### config.mk
export PLATFORM = sky130hd
export DESIGN_NAME = axis_video_res_sequencer
export DESIGN_NICKNAME = d
export VERILOG_FILES = /design/src/rtl/axis_video_res_sequencer_pkg.sv /design/src/rtl/axis_video_res_sequencer_filter.sv /design/src/rtl/axis_video_res_sequencer.sv
export SDC_FILE = /design/constraint.sdc
export NUM_CORES = 1
export LEC_CHECK = 0
export CORE_ASPECT_RATIO = 1.25
export CORE_MARGIN = 1
export CORE_UTILIZATION = 55
export CTS_BUF_LIST = sky130_fd_sc_hd__clkbuf_4
export DETAILED_ROUTE_END_ITERATION = 6
export PLACE_DENSITY = 0.87
export SETUP_SLACK_MARGIN = 0.2
export SLEW_MARGIN = 10
export SYNTH_ARGS = -nofsm -noshare
export SYNTH_HDL_FRONTEND = slang
export SYNTH_SLANG_ARGS = --single-unit
### constraint.sdc
create_clock -name i_axis_clk -period 3.55 [get_ports i_axis_clk]
set_input_delay 0.71 -clock i_axis_clk [delete_from_list [all_inputs] [get_ports i_axis_clk]]
set_output_delay 0.71 -clock i_axis_clk [all_outputs]
set_load 0.03 [all_outputs]
### src/rtl/axis_video_res_sequencer_pkg.sv
// Shared types for the AXIS video resolution sequencer: FSM states, resolution pair, SOF position.
// Pure declarations; no timing or flow-control behaviour lives here.
package axis_video_pkg;

   localparam int RES_W   = 12;
   localparam int SOF_BIT = 0;

   typedef enum logic [1:0] {RESET, SYNC, RUN, DRAIN} state_e;

   typedef struct packed {
      logic [RES_W-1:0] hres;
      logic [RES_W-1:0] vres;
   } res_t;

   // A zero dimension would wedge the converter, so it is never latched.
   function automatic logic res_valid(input res_t r);
      return (r.hres != '0) && (r.vres != '0);
   endfunction

endpackage

### src/rtl/axis_video_res_sequencer_filter.sv
// Debounces the requested resolution: pending once the request has held still for STABLE_CYCLES and differs from current.
// One-cycle input register; no stream interface, so no backpressure.
module res_stability_filter
   import axis_video_pkg::*;
#(
   parameter int STABLE_CYCLES = 1024,
   parameter int DEFAULT_HRES  = 1920,
   parameter int DEFAULT_VRES  = 1080
) (
   input  logic clk_i,
   input  logic rst_n_i,
   input  res_t req_i,
   input  res_t cur_i,
   output res_t cand_o,
   output logic pending_o
);

   localparam int CNT_W = $clog2(STABLE_CYCLES + 1);

   res_t             cand_q;
   logic [CNT_W-1:0] stable_q;

   always_ff @(posedge clk_i or negedge rst_n_i) begin
      if (!rst_n_i) begin
         cand_q   <= '{hres: RES_W'(DEFAULT_HRES), vres: RES_W'(DEFAULT_VRES)};
         stable_q <= '0;
      end else begin
         cand_q <= req_i;
         if (req_i != cand_q) begin
            stable_q <= '0;
         end else if (stable_q != CNT_W'(STABLE_CYCLES)) begin
            stable_q <= stable_q + CNT_W'(1);
         end
      end
   end

   assign cand_o    = cand_q;
   assign pending_o = (stable_q == CNT_W'(STABLE_CYCLES)) && (cand_q != cur_i);

endmodule

### src/rtl/axis_video_res_sequencer.sv
// Sequences converter resets on resolution changes: drain frame, pulse reset, latch res, relock on SOF.
// Zero-latency pass-through in RUN/DRAIN (s_tready = m_tready); beats dropped in RESET/SYNC, SOF held in SYNC.
module axis_video_res_sequencer
   import axis_video_pkg::*;
#(
   parameter int DATA_WIDTH    = 24,
   parameter int TUSER_WIDTH   = 2,
   parameter int STABLE_CYCLES = 1024,
   parameter int RESET_CYCLES  = 16,
   parameter int DRAIN_TIMEOUT = 1048576,
   parameter int DEFAULT_HRES  = 1920,
   parameter int DEFAULT_VRES  = 1080
) (
   input  logic                   i_axis_clk,
   input  logic                   i_axis_resetn,
   input  logic [RES_W-1:0]       i_hres,
   input  logic [RES_W-1:0]       i_vres,
   input  logic                   s_tvalid,
   output logic                   s_tready,
   input  logic                   s_tlast,
   input  logic [TUSER_WIDTH-1:0] s_tuser,
   input  logic [DATA_WIDTH-1:0]  s_tdata,
   output logic                   m_tvalid,
   input  logic                   m_tready,
   output logic                   m_tlast,
   output logic [TUSER_WIDTH-1:0] m_tuser,
   output logic [DATA_WIDTH-1:0]  m_tdata,
   output logic                   o_conv_reset,
   output logic [RES_W-1:0]       o_hres,
   output logic [RES_W-1:0]       o_vres,
   output logic                   o_locked,
   output logic [7:0]             o_change_cnt
);

   localparam int RST_W = $clog2(RESET_CYCLES);
   localparam int TMR_W = $clog2(DRAIN_TIMEOUT);

   state_e           state_q;
   res_t             res_q;
   logic             conv_reset_q, locked_q, first_q, in_frame_q, in_frame_d;
   logic [7:0]       change_cnt_q;
   logic [RST_W-1:0] rst_cnt_q;
   logic [TMR_W-1:0] timer_q;
   logic [RES_W-1:0] line_cnt_q, line_cnt_d;

   res_t cand, req;
   logic pending, pass, sof_wait, beat_acc, sof_acc, last_acc, drain_done, go_reset;

   assign req = '{hres: i_hres, vres: i_vres};

   res_stability_filter #(
      .STABLE_CYCLES (STABLE_CYCLES),
      .DEFAULT_HRES  (DEFAULT_HRES),
      .DEFAULT_VRES  (DEFAULT_VRES)
   ) u_filter (
      .clk_i     (i_axis_clk),
      .rst_n_i   (i_axis_resetn),
      .req_i     (req),
      .cur_i     (res_q),
      .cand_o    (cand),
      .pending_o (pending)
   );

   assign pass     = (state_q == RUN) || (state_q == DRAIN);
   assign sof_wait = (state_q == SYNC) && s_tvalid && s_tuser[SOF_BIT];
   assign m_tvalid = pass && s_tvalid;
   assign s_tready = pass ? m_tready : !sof_wait;
   assign m_tlast  = s_tlast;
   assign m_tuser  = s_tuser;
   assign m_tdata  = s_tdata;

   assign beat_acc = m_tvalid && m_tready;
   assign sof_acc  = beat_acc && s_tuser[SOF_BIT];
   assign last_acc = beat_acc && s_tlast;

   always_comb begin
      line_cnt_d = line_cnt_q;
      in_frame_d = in_frame_q;
      if (sof_acc) begin
         line_cnt_d = '0;
         in_frame_d = 1'b1;
      end
      if (last_acc) begin
         line_cnt_d = line_cnt_d + RES_W'(1);
         if (line_cnt_d == res_q.vres) in_frame_d = 1'b0;
      end
   end

   assign drain_done = last_acc && (line_cnt_q == res_q.vres - RES_W'(1));

   // Pending beats a same-cycle SOF in SYNC; DRAIN ignores further changes until it finishes.
   assign go_reset = ((state_q == RUN) && pending && !in_frame_q) ||
                     ((state_q == SYNC) && pending) ||
                     ((state_q == DRAIN) && (drain_done || (timer_q == TMR_W'(DRAIN_TIMEOUT - 1))));

   always_ff @(posedge i_axis_clk or negedge i_axis_resetn) begin
      if (!i_axis_resetn) begin
         state_q      <= RESET;
         res_q        <= '{hres: RES_W'(DEFAULT_HRES), vres: RES_W'(DEFAULT_VRES)};
         conv_reset_q <= 1'b1;
         locked_q     <= 1'b0;
         first_q      <= 1'b1;
         change_cnt_q <= '0;
         rst_cnt_q    <= '0;
         timer_q      <= '0;
         line_cnt_q   <= '0;
         in_frame_q   <= 1'b0;
      end else begin
         line_cnt_q <= line_cnt_d;
         in_frame_q <= in_frame_d;
         if (go_reset) begin
            state_q      <= RESET;
            conv_reset_q <= 1'b1;
            locked_q     <= 1'b0;
            rst_cnt_q    <= '0;
            if (res_valid(cand)) res_q <= cand;
         end else begin
            case (state_q)
               RUN: begin
                  if (pending) begin
                     state_q  <= DRAIN;
                     locked_q <= 1'b0;
                     timer_q  <= '0;
                  end
               end
               DRAIN: timer_q <= timer_q + TMR_W'(1);
               RESET: begin
                  // A change arriving mid-reset (or leaving a zero) is taken at once and restarts the pulse.
                  if (!res_valid(cand)) begin
                     rst_cnt_q <= '0;
                  end else if (cand != res_q) begin
                     res_q     <= cand;
                     rst_cnt_q <= '0;
                  end else if (rst_cnt_q == RST_W'(RESET_CYCLES - 1)) begin
                     state_q      <= SYNC;
                     conv_reset_q <= 1'b0;
                  end else begin
                     rst_cnt_q <= rst_cnt_q + RST_W'(1);
                  end
               end
               SYNC: begin
                  if (s_tvalid && s_tuser[SOF_BIT]) begin
                     state_q  <= RUN;
                     locked_q <= 1'b1;
                     if (first_q) first_q <= 1'b0;
                     else         change_cnt_q <= change_cnt_q + 8'd1;
                  end
               end
               default: state_q <= RESET;
            endcase
         end
      end
   end

   assign o_conv_reset = conv_reset_q;
   assign o_hres       = res_q.hres;
   assign o_vres       = res_q.vres;
   assign o_locked     = locked_q;
   assign o_change_cnt = change_cnt_q;

endmodule
Word-level counts from Yosys, hierarchy flattened --
Index checks and enable logic that the tools add are counted.
Operators by class: add/subtract/negate cells 6, equal/unequal tests 19, multiplexer cells 36, bitwise operators 2, reductions and logical operators 39
Operators with widths (number):
- $mux W24 | 5
- $ne A24 B24 Y1 | 2
- $pmux W20 S2 | 1
- $eq A12 B12 Y1 | 2
- $mux W12 | 2
- $reduce_bool A12 Y1 | 2
- $mux W11 | 2
- $add A20 B1 Y20 const B | 1
- $eq A20 B20 Y1 const B | 1
- $mux W20 | 1
- $mux W4 | 5
- $logic_and A1 B1 Y1 | 14
- $add A12 B1 Y12 const B | 1
- $mux W1 | 12
- $mux W2 | 6
- $ne A3 B3 Y1 const B | 4
- $reduce_and A3 Y1 | 4
- $reduce_bool A2 Y1 | 6
- $sub A12 B1 Y12 const B | 1
- $add A11 B1 Y11 const B | 1
- $eq A11 B11 Y1 const B | 1
- $ne A11 B11 Y1 const B | 1
- $add A8 B1 Y8 const B | 1
- $reduce_and A4 Y1 | 2
- 17 further kinds | 24
Storage, ports and cells: flip-flop bits (word level) 109, word-level logic and storage cells 116

Longest topological paths before layout --
depth after elaboration 11, depth in mapped cells 13, gate-level depth less buffers 11

Modules after synthesis --
From an unflattened synthesis, not the netlist that was laid out.
Second synthesis, totals: cells, all modules 696, area, all modules 6819.0 µm²
By module, submodules not included:
- axis_video_res_sequencer | instances 1, cells each 550, area an instance 5064.9 µm², sequential area each 1864.3 µm²
- res_stability_filter | instances 1, cells each 146, area an instance 1754.2 µm², sequential area each 885.8 µm²

Least setup slack after synthesis --
No wires, ideal clock.
path kind register -> register, from reg res_q, in the netlist o_vres[0], to reg res_q, in the netlist o_hres[0], library setup time 0.125 ns, data arrival time 3.291 ns, data required time 3.425 ns, slack 0.134 ns, stages on the path, launching flop included 12, path buffers 2, clock period less this slack 3.416 ns, cells stage by stage dfrtp_1 clkbuf_1 inv_1 ha_1 nor4b_4 a21oi_2 nor4_2 o211ai_1 or4_4 a31oi_4 buf_12 mux2_4
On the way: cells in the longest elaborated chain, start to end 8, elaborated cells between the ends (all ways) 16, classes of those cells 1 x add/sub; 2 x eq/ne; 1 x mux; 12 x reduce/logical
Ends and longest elaborated chain:
- start: declaration | RTL line axis_video_res_sequencer.sv:39 | res_t res_q;
- start signal: assignment | RTL line axis_video_res_sequencer.sv:99 | res_q <= '{hres: RES_W'(DEFAULT_HRES), vres: RES_W'(DEFAULT_VRES)};
- start signal: assignment | RTL line axis_video_res_sequencer.sv:116 | if (res_valid(cand)) res_q <= cand;
- start signal: assignment | RTL line axis_video_res_sequencer.sv:132 | res_q <= cand;
- $sub A12 B1 Y12 or $ne A24 B24 Y1 (tied branches) | RTL line axis_video_res_sequencer.sv:89, axis_video_res_sequencer_filter.sv:38, axis_video_res_sequencer.sv:131
- $eq A12 B12 Y1 or $logic_and A1 B1 Y1 (tied branches) | RTL line axis_video_res_sequencer.sv:89, axis_video_res_sequencer_filter.sv:38
- $logic_and A1 B1 Y1 (on tied branches) | RTL line axis_video_res_sequencer.sv:89, axis_video_res_sequencer.sv:92
- $logic_or A1 B1 Y1 or $logic_and A1 B1 Y1 (tied branches) | RTL line axis_video_res_sequencer.sv:94, axis_video_res_sequencer.sv:92
- $logic_and A1 B1 Y1 or $logic_or A1 B1 Y1 (tied branches) | RTL line axis_video_res_sequencer.sv:94, axis_video_res_sequencer.sv:92
- $logic_or A1 B1 Y1 | RTL line axis_video_res_sequencer.sv:93 | ((state_q == SYNC) && pending) ||
- $reduce_bool A2 Y1 (no line)
- $reduce_and A3 Y1 (no line)
Several ways; a longest one is shown, not always the timed one. A chain may end at the register's enable or synchronous reset.

Worst setup path in the final report --
from reg res_q, in the netlist o_vres[0], to reg res_q, in the netlist o_hres[8]
Same word-level chain as after synthesis.

==> impl_metrics.tcl <==
set metrics [dict create \
    outcome "finished, final reports clean" \
    numClockSinks 109 \
    critPathRequiredTime_ns 3.98 \
    seq_area_frac_synth 0.414 \
    dp_hpwl_um 11700 \
    grt_max_degree 46 \
    total_power_mw 2.21 \
    critical_path_class "reg2reg" \
    dieArea_um2 12500 \
    route.detailed.drc 0 \
    setup_viol 0 \
    area_growth_pct 12.3 \
    worstSetupEndpointType "register" \
    h-tree-depth 3 \
    synth_cells 677 \
    cp-start-kind "register" \
    fp-row-count 44 \
    syn_area_um2 6640 \
    yosysMostFrequentCell "dfrtp_1" \
    wl_per_cell_um 17.8 \
    antenna_found_initial 0 \
    drtIter0Drc 402 \
    overflow 0 \
    layout-drive-gt1-share 0.132 \
    finalCriticalPeriod_ns 3.19 \
    hold_viol_final 0 \
    final_util 0.639 \
    cts-hold-fix-buffers 0 \
    die_y_um 125 \
    synth-edff-count 0 \
    avgSynthCellArea_um2 9.81 \
    synthTopCellsByArea "dfrtp_1 (34%), xnor2_1 (8.0%), dfstp_2 (7.1%)" \
    period_share 0.900 \
    diodes 0 \
    initial_core_util 0.569 \
    leakage_nw 3.03 \
    cts_max_path_buffers 2 \
    preCtsSetupSlack_ns 0.0938 \
    grt_setup_unrepaired "yes" \
    worstMarginPinSlew_ns 0.622 \
    finClkSkew_ns 0.0238 \
    tritoncts "yes" \
    netlist.area_leader.share 0.343 \
    first_pass_iters 4 \
    io_buffers 67 \
    power_density_nw_per_um2 297 \
    drtAntennaViolNets 0 \
    maxSlewViolCount 0 \
    viasPerCell 6.08 \
    fmax_mhz 313 \
    synth.distinct_cells 61 \
    ys.flop_type "dfrtp_1" \
    yosys_warnings 0 \
    synthArstFlopShare 1.00 \
    synthTopCellsByCount "dfrtp_1 (91), xnor2_1 (61), nand3_1 (56), xor2_1 (47), nand2_1 (45)" \
    path_max_fanout 24 \
    ys_seq_elements 109 \
    setup_ws_ns 0.356 \
    core_area_um2 11700 \
    cts_resized 0 \
    peakVddDrop_v 0.000176 \
    hold_path.class "in2async" \
    nets 776 \
    synth_nets 739 \
    clk_pin_slew_ns 0.18 \
    cts_setup_buffers 0 \
    routed_wl_um 15700 \
    clock_latency_ns 0.49 \
    globalplace.congestion 0.949 \
    ios 118 \
    grt_pass1_wl_um 26100 \
    tns_ns 0 \
    yosysTopAreaCell "dfrtp_1" \
    slew_headroom 0.582 \
    grt_pass1_vias 5530 \
    worstPathArrival_ns 3.63 \
    grt.total_usage 0.263 \
    vias 5352 \
    clockRootBuffer "clkbuf_4" \
    die_x_um 100 \
    cts_buffers 9 \
    max_cap_viol_count 0 \
]
==> state kept, by name, summed over array words and instances (netlist names), 4 cells and up <==
| name | count |
|---|---|
| line_cnt_q | 12 |
| o_change_cnt | 8 |
| o_hres | 12 |
| o_vres | 12 |
| rst_cnt_q | 4 |
| timer_q | 20 |
| u_filter.cand_o | 24 |
| u_filter.stable_q | 11 |
==> kinds of logic (layout without fill, tap and decap cells) <==
logic type / after synthesis / count (layout) / synth area share
AO/OA/AOI/OAI: 77 / 77 / 0.0822
XOR/XNOR: 108 / 108 / 0.142
adder cells (fa/ha/maj): 7 / 7 / 0.0132
buffers and inverters: 74 / 116 / 0.0646
flip-flops: 109 / 109 / 0.414
multiplexers: 32 / 32 / 0.0646
AND/OR/NAND/NOR: 270 / 270 / 0.219
==> metal layers <==
layer	global-route usage	wire [um]	vias to the layer above
li1	-	-	2449
met1	0.314	6290	2644
met2	0.458	8050	203
met3	0.0365	733	56
met4	0.131	599	0
met5	0	0	-
==> through the flow <==
| stage | instances | cell area, um^2 | hold slack, ns |
|---|---|---|---|
| after floorplan | 677 | 6640 | 0.414 |
| after global placement | 864 | 7290 | 0.462 |
| after detailed placement | 864 | 7290 | 0.467 |
| after CTS | 880 | 7440 | 0.207 |
| after global routing | 880 | 7450 | 0.227 |
| final | 880 | 7450 | 0.205 |
==> cells in the final DEF (no fill, tap or decap), drive strengths merged, types with 3 or more instances in the layout <==
cell,count
a211oi,5
or2,5
dfrtp,91
inv,16
clkbuf,9
mux2,27
or3,6
nor3,17
xnor2,61
clkdlybuf4s50,66
o311ai,4
nor4,27
o21a,3
nor2,37
dfstp,18
mux2i,5
nand3,56
buf,21
and2,7
ha,7
nand2b,12
o21ai,15
and3,13
nand4b,3
nand3b,9
a31oi,4
xor2,47
nand2,45
a211o,5
nor2b,4
or4,3
o211ai,3
nand4,21
o221ai,4
a21oi,16
==> area by class of cell <==
class,count,area [um^2]
fill,976,4220
timing repair buffer,87,831
sequential,109,2750
inverter,13,48.8
multi-input combinational,494,3470
tap,161,201
clock buffer,9,67.6
clock inverter,7,81.3
==> worst paths after layout <==
kind	from	to	slack (ns)	depth (start not counted)
setup / recovery	o_vres[0]	o_hres[8]	0.36	11
hold / removal	i_axis_resetn	o_vres[8]	0.21	1
setup reg to reg	o_vres[0]	o_hres[8]	0.36	11
hold reg to reg	o_change_cnt[7]	o_change_cnt[7]	0.49	1
max in group asynchronous	i_axis_resetn	o_conv_reset	2.53	2
min in group i_axis_clk	o_change_cnt[7]	o_change_cnt[7]	0.49	1
==> worst max-delay path, cell delays in order (launching register included) <==
cell	delay (ns)
dfrtp_1	0.39
inv_1	0.08
ha_2	0.21
buf_4	0.17
o21bai_1	0.17
and3_1	0.19
nor4_2	0.26
o211ai_1	0.26
or4_4	0.60
a31oi_4	0.21
buf_12	0.23
mux2_2	0.36
==> report_power, final <==
part | internal (mW) | switching (mW)
Combinational | 0.107 | 0.108
Sequential | 1.28 | 0.0469
Clock | 0.226 | 0.446
Total | 1.61 | 0.601
No activity file was read; power rests on OpenSTA's default activity.
